`src/rtl/hazard_sched.sv`:
```
// hazard_sched -- pipeline hazard scheduler for the 5-stage MIPS core.
//
// This block sits beside the ID stage. It drives the enables for the
// IF/ID and ID/EX pipeline registers. It handles three cases:
//   - load-use hazards: insert a single bubble,
//   - taken branches: flush the wrong-path instructions,
//   - data memory busy: freeze the whole pipe.
// It also keeps saturating stall and flush counters for performance debug.
//
// Parameters
//   FLUSH_CYCLES : flush cycles per taken branch (>= 1)
//   CNT_W        : width of the performance counters
// Ports
//   clk          : clock, all state updates on the rising edge
//   rst          : synchronous active-low reset
//   id_rs/id_rt  : source register fields of the instruction in ID
//   id_use_rs/rt : the ID instruction actually reads Rs / Rt
//   ex_memread   : the instruction in EX is a load
//   ex_rt        : destination register of that load
//   branch_taken : single-cycle pulse, EX resolved a taken branch
//   mem_busy     : data memory not ready, the pipe must hold
//   pc_write     : PC register enable
//   ifid_write   : IF/ID register enable
//   ifid_flush   : clear IF/ID to a NOP
//   idex_bubble  : zero the ID/EX control signals (hazard_detected)
//   pipe_freeze  : hold the ID/EX, EX/MEM and MEM/WB registers
//   stall_cnt    : saturating count of cycles with pc_write = 0
//   flush_cnt    : saturating count of cycles with ifid_flush = 1
module hazard_sched #(
   parameter int unsigned FLUSH_CYCLES = 1,
   parameter int unsigned CNT_W        = 16
) (
   input  logic             clk,
   input  logic             rst,
   input  logic [4:0]       id_rs,
   input  logic [4:0]       id_rt,
   input  logic             id_use_rs,
   input  logic             id_use_rt,
   input  logic             ex_memread,
   input  logic [4:0]       ex_rt,
   input  logic             branch_taken,
   input  logic             mem_busy,
   output logic             pc_write,
   output logic             ifid_write,
   output logic             ifid_flush,
   output logic             idex_bubble,
   output logic             pipe_freeze,
   output logic [CNT_W-1:0] stall_cnt,
   output logic [CNT_W-1:0] flush_cnt
);

   localparam int unsigned FR_W = $clog2(FLUSH_CYCLES + 1);
   localparam logic [FR_W-1:0] FLUSH_LOAD = FR_W'(FLUSH_CYCLES - 1);

   typedef enum logic [1:0] {
      RUN    = 2'd0,
      FREEZE = 2'd1,
      FLUSH  = 2'd2
   } state_t;

   state_t          state, state_n;
   logic            br_pend, br_pend_n;
   logic [FR_W-1:0] flush_rem, flush_rem_n;
   logic            lu;

   // $0 is hardwired to zero, so a load targeting it can never create a hazard.
   assign lu = ex_memread && (ex_rt != 5'd0) &&
               (((ex_rt == id_rs) && id_use_rs) ||
                ((ex_rt == id_rt) && id_use_rt));

   always_ff @(posedge clk) begin
      if (!rst) begin
         state     <= RUN;
         br_pend   <= 1'b0;
         flush_rem <= '0;
      end else begin
         state     <= state_n;
         br_pend   <= br_pend_n;
         flush_rem <= flush_rem_n;
      end
   end

   always_comb begin
      state_n     = state;
      br_pend_n   = br_pend;
      flush_rem_n = flush_rem;
      pc_write    = 1'b1;
      ifid_write  = 1'b1;
      ifid_flush  = 1'b0;
      idex_bubble = 1'b0;
      pipe_freeze = 1'b0;

      if (!rst) begin
         pc_write    = 1'b0;
         ifid_write  = 1'b0;
         ifid_flush  = 1'b1;
         idex_bubble = 1'b1;
         state_n     = RUN;
         br_pend_n   = 1'b0;
         flush_rem_n = '0;
      end else if (mem_busy) begin
         // Hold everything. A branch resolved now is remembered and is
         // executed on the first cycle after memory is ready again.
         pc_write    = 1'b0;
         ifid_write  = 1'b0;
         pipe_freeze = 1'b1;
         state_n     = FREEZE;
         if (branch_taken) br_pend_n = 1'b1;
      end else if (branch_taken || br_pend) begin
         ifid_flush  = 1'b1;
         idex_bubble = 1'b1;
         br_pend_n   = 1'b0;
         flush_rem_n = FLUSH_LOAD;
         state_n     = (FLUSH_CYCLES > 1) ? FLUSH : RUN;
      end else if ((state == FLUSH) ||
                   ((state == FREEZE) && (flush_rem != '0))) begin
         // A non-zero flush_rem in FREEZE means a freeze interrupted a
         // flush. The flush resumes immediately on the cycle mem_busy falls.
         // The branch cycle itself was flush cycle 1, so flush_rem counts
         // only the cycles that remain.
         ifid_flush  = 1'b1;
         idex_bubble = 1'b1;
         flush_rem_n = flush_rem - FR_W'(1);
         state_n     = (flush_rem == FR_W'(1)) ? RUN : FLUSH;
      end else begin
         state_n = RUN;
         if (lu) begin
            pc_write    = 1'b0;
            ifid_write  = 1'b0;
            idex_bubble = 1'b1;
         end
      end
   end

   always_ff @(posedge clk) begin
      if (!rst) begin
         stall_cnt <= '0;
         flush_cnt <= '0;
      end else begin
         if (!pc_write && (stall_cnt != '1)) stall_cnt <= stall_cnt + CNT_W'(1);
         if (ifid_flush && (flush_cnt != '1)) flush_cnt <= flush_cnt + CNT_W'(1);
      end
   end

endmodule
```
`config.mk`:
```
export PLATFORM = sky130hd
export DESIGN_NAME = hazard_sched
export DESIGN_NICKNAME = d
export VERILOG_FILES = /design/src/rtl/hazard_sched.sv
export SDC_FILE = /design/constraint.sdc
export NUM_CORES = 1
export LEC_CHECK = 0
export CAP_MARGIN = 25
export CORE_MARGIN = 2
export CORE_UTILIZATION = 47
export DETAILED_ROUTE_END_ITERATION = 16
export PLACE_DENSITY = 0.8
export SLEW_MARGIN = 15
export SYNTH_ARGS = -nofsm -noshare
export SYNTH_HDL_FRONTEND = slang
export SYNTH_SLANG_ARGS = --single-unit
```
`constraint.sdc`:
```
create_clock -name clk -period 2.4 [get_ports clk]
set_clock_uncertainty 0.1 [all_clocks]
set_input_delay 0.24 -clock clk [delete_from_list [all_inputs] [get_ports clk]]
set_output_delay 0.24 -clock clk [all_outputs]
set_load 0.01 [all_outputs]
```
==> key figures <==
Routing
  – DRT iter0 DRCs: between 100 and 150
  – Antenna Nets Post-Route: 0
  – WL/cell: ~14 um
  – DR vias: 1960
  – Drt first pass iters: 4
  – Post-Route WL: 4800 um
  – DR vias/cell: 5.66
  – # DRC: 0

Synthesis
  – Distinct cells, synth: 43
  – Most common cell in the netlist: dfxtp_1
  – Main area contributors after synthesis: dfxtp_1 (37%), xor2_1 (5.0%), nor2_1 (4.1%)
  – Syn_area_per_cell: 8.52 um^2
  – Main synth FF type: dfxtp_1
  – Register area share after synthesis: 0.374
  – Syn Std Cell Area: 1930 um^2
  – Post-synth EDFFs: 0
  – Gate Count Post-Synth: 226
  – Commonest cells post-synth: dfxtp_1 (36), nor2_1 (21), nand2_1 (17), a21oi_1 (14), nand3_1 (12)
  – Yosys top cell area share: 0.374
  – YS warnings: 0
  – FF+latch count, synth: 36
  – Largest area contributor in the netlist: dfxtp_1
  – Mapped Nets: 250
  – Share of flip-flops with an asynchronous set or reset: 0

Worst setup path
  – CP Max Fanout: 12
  – Reg2reg setup slack: approximately 310 ps
  – Buf/Inv on CP: 3
  – Critical path class: primary input to register
  – R2R Path End: stall_cnt[8]$_SDFFE_PN0P_
  – Critical Path Source: id_rt[4]
  – Worst r2r path cells: 7
  – CP peak stage delay: 490 ps
  – CP Capture Type: register
  – Startpoint types: primary input
  – Worst reg2reg path startpoint: br_pend$_SDFFE_PN0P_
  – Worst path required time: 2520 ps
  – Setup crit end: stall_cnt[8]$_SDFFE_PN0P_
  – Slowest stage cell, crit path: or4_1
  – Delay-heaviest family, CP: simple AND/OR/NAND/NOR gates
  – CP Depth: 9
  – CP Cell Sequence: clkdlybuf4s50_1 -> xor2_1 -> nor4_1 -> a32oi_1 -> o31a_1 -> buf_6 -> buf_12 -> or4_1 -> a21oi_1
  – Crit path DAT: 2460 ps

Timing
  – RSZ-0062 raised after global routing: false
  – Final count of hold timing violations: 0
  – Fin crit share: 0.976
  – Setup Viol. Count Final: 0
  – Worst slew margin: 0.597
  – Tightest Pin Transition: about 600 ps
  – Pins Over Slew Limit: 0
  – Post-route minimum period: 2340 ps
  – Maximum clock frequency: 0.427 GHz
  – Worst Setup Slack, final: 58.2 ps
  – Final hold slack: between 300 and 400 ps

Place
  – Dpl ws: -425 ps
  – Port bufs: 58
  – GPL Wtd Cong: 0.806
  – Post-detail-place hpwl: ~3500 um
  – Inst Count DP: ~340

GRT
  – Initial antenna violation count: 0
  – Vias in the first global route: 1666
  – Global-route wire length before repair: around 7500 um
  – Congestion Overflow GR: 0
  – Total GRT Usage: 0.213
  – Largest net degree at the start of global routing: 26

Clocking
  – Worst-Skew Late Latency: around 280 ps
  – H-tree levels: 2
  – CTS tree: done
  – Hold-fix buffers at CTS: 0
  – Clk slew on worst S/H paths: about 70 ps
  – Clock Sink Count: 36
  – CTS Buf Count: 5
  – Max Root-Sink Buffers: 2
  – Clock root buffer: clkbuf_8

Floorplanning
  – Core region area: 3970 um^2
  – Die X: 68.0 um
  – Row count: 23
  – Die Span Y: 68.0 um
  – # IOs: 59
  – DIE AREA: roughly 4600 um^2
  – Initial core utilization: 0.485

Power
  – LEAKAGE: 0.928 nW
  – VDD IR max: approximately 0.25 mV
  – PwrDens: 445 nW/um^2

Min path
  – Hold Path Class: register to register
  – WHS Path Cells: 2

Layout
  – Fill cell count: 314
  – Nets: 319
  – Area Growth Syn to Fin: 44.1%
  – Multi-input gate area: roughly 1200 um^2
  – Sequential cell area: 721 um^2
  – Inserted Diodes: 0
  – Layout cell share with drive strength beyond 1: 0.125
  – Final Non-Filler Cells: 346

Status
  – Status: finished, final reports clean

Flow run
  – Max cap viols: 0
==> power breakdown <==
group / switching [mW] / total (mW) / internal, mW
logic: 0.0783 / 0.174 / 0.0957
registers: 0.0114 / 0.620 / 0.608
clock network: 0.206 / 0.440 / 0.234
==> how the worst min path moves through the flow <==
stage,endpoint,slack (ps),startpoint
after floorplan,state[0]$_SDFF_PN0_,260,mem_busy
after global placement,state[1]$_SDFF_PP0_,350,flush_rem$_SDFFE_PN0P_
after detailed placement,stall_cnt[14]$_SDFFE_PN0P_,380,stall_cnt[14]$_SDFFE_PN0P_
after CTS,stall_cnt[14]$_SDFFE_PN0P_,400,stall_cnt[14]$_SDFFE_PN0P_
after global routing,flush_cnt[15]$_SDFFE_PN0P_,430,flush_cnt[15]$_SDFFE_PN0P_
final,flush_cnt[15]$_SDFFE_PN0P_,400,flush_cnt[15]$_SDFFE_PN0P_
==> logic make-up after synthesis <==
kind of cell               count (synthesis)  share of synthesized area
and+or+nand+nor                          103                      0.306
AOI/OAI and AO/OA                         45                      0.150
DFF                                       36                      0.374
xor gates and xnor gates                  20                     0.0910
buffers and inverters                     15                     0.0396
muxes                                      5                     0.0260
adders and majority gates                  2                     0.0130
==> layer usage <==
metal,up-vias,wire length (um),global-route usage
li1,971,-,-
met1,924,2170,0.280
met2,61,2340,0.343
met3,4,236,0.0510
met4,0,52,0.0675
met5,-,0,0
==> flip-flops by register name (all words and copies together), names as in the netlist <==
| signal | cells |
|---|---|
| state | 2 |
| stall_cnt | 16 |
| flush_rem | 1 |
| flush_cnt | 16 |
| br_pend | 1 |
==> cells in the final DEF (no fill, tap or decap), types with 6 or more instances in the layout <==
cell	count
dfxtp_1	36
clkdlybuf4s50_1	49
o31ai_1	7
clkbuf_8	6
buf_4	12
dlygate4sd2_1	6
a21oi_1	10
nand2_1	17
or3_1	6
xor2_1	11
nor2_1	21
nand3_1	12
xnor2_1	9
nand2b_1	6
==> repair_timing <==
action | 4_1_cts | 5_1_grt
cloned | 0 | 1
pin swaps | 7 | 5
setup endpoints to repair | 12 | 11
setup buffers | 3 | 0
gates resized for setup | 12 | 13
==> metrics by stage <==
stage	total power [mW]	instance area, um^2	setup TNS (ps)	util
5_1_grt	1.28	2780	0	0.699
4_1_cts	1.24	2710	0	0.681
3_5_place_dp	0.799	2600	-5800	0.654
3_3_place_gp	0.794	2600	-3720	0.654
2_1_floorplan	0.707	1930	0	-
6_report	1.23	2780	0	0.699
==> worst reg2reg max path, delay by kind of cell, from the launching register on <==
kind	cells	cell delay [ps]
AND/OR/NAND/NOR	3	860
buffers and inverters	2	280
flip-flops	1	300
AO/OA/AOI/OAI	2	500
==> layout make-up <==
cell class	instances	area share
Multi-Input combinational cell	175	0.422
Clock buffer	8	0.0325
Timing Repair Buffer	72	0.256
Sequential cell	36	0.260
Tap cell	50	0.0225
Inverter	5	0.00676
Note: power is estimated with default switching activity, not from simulation.
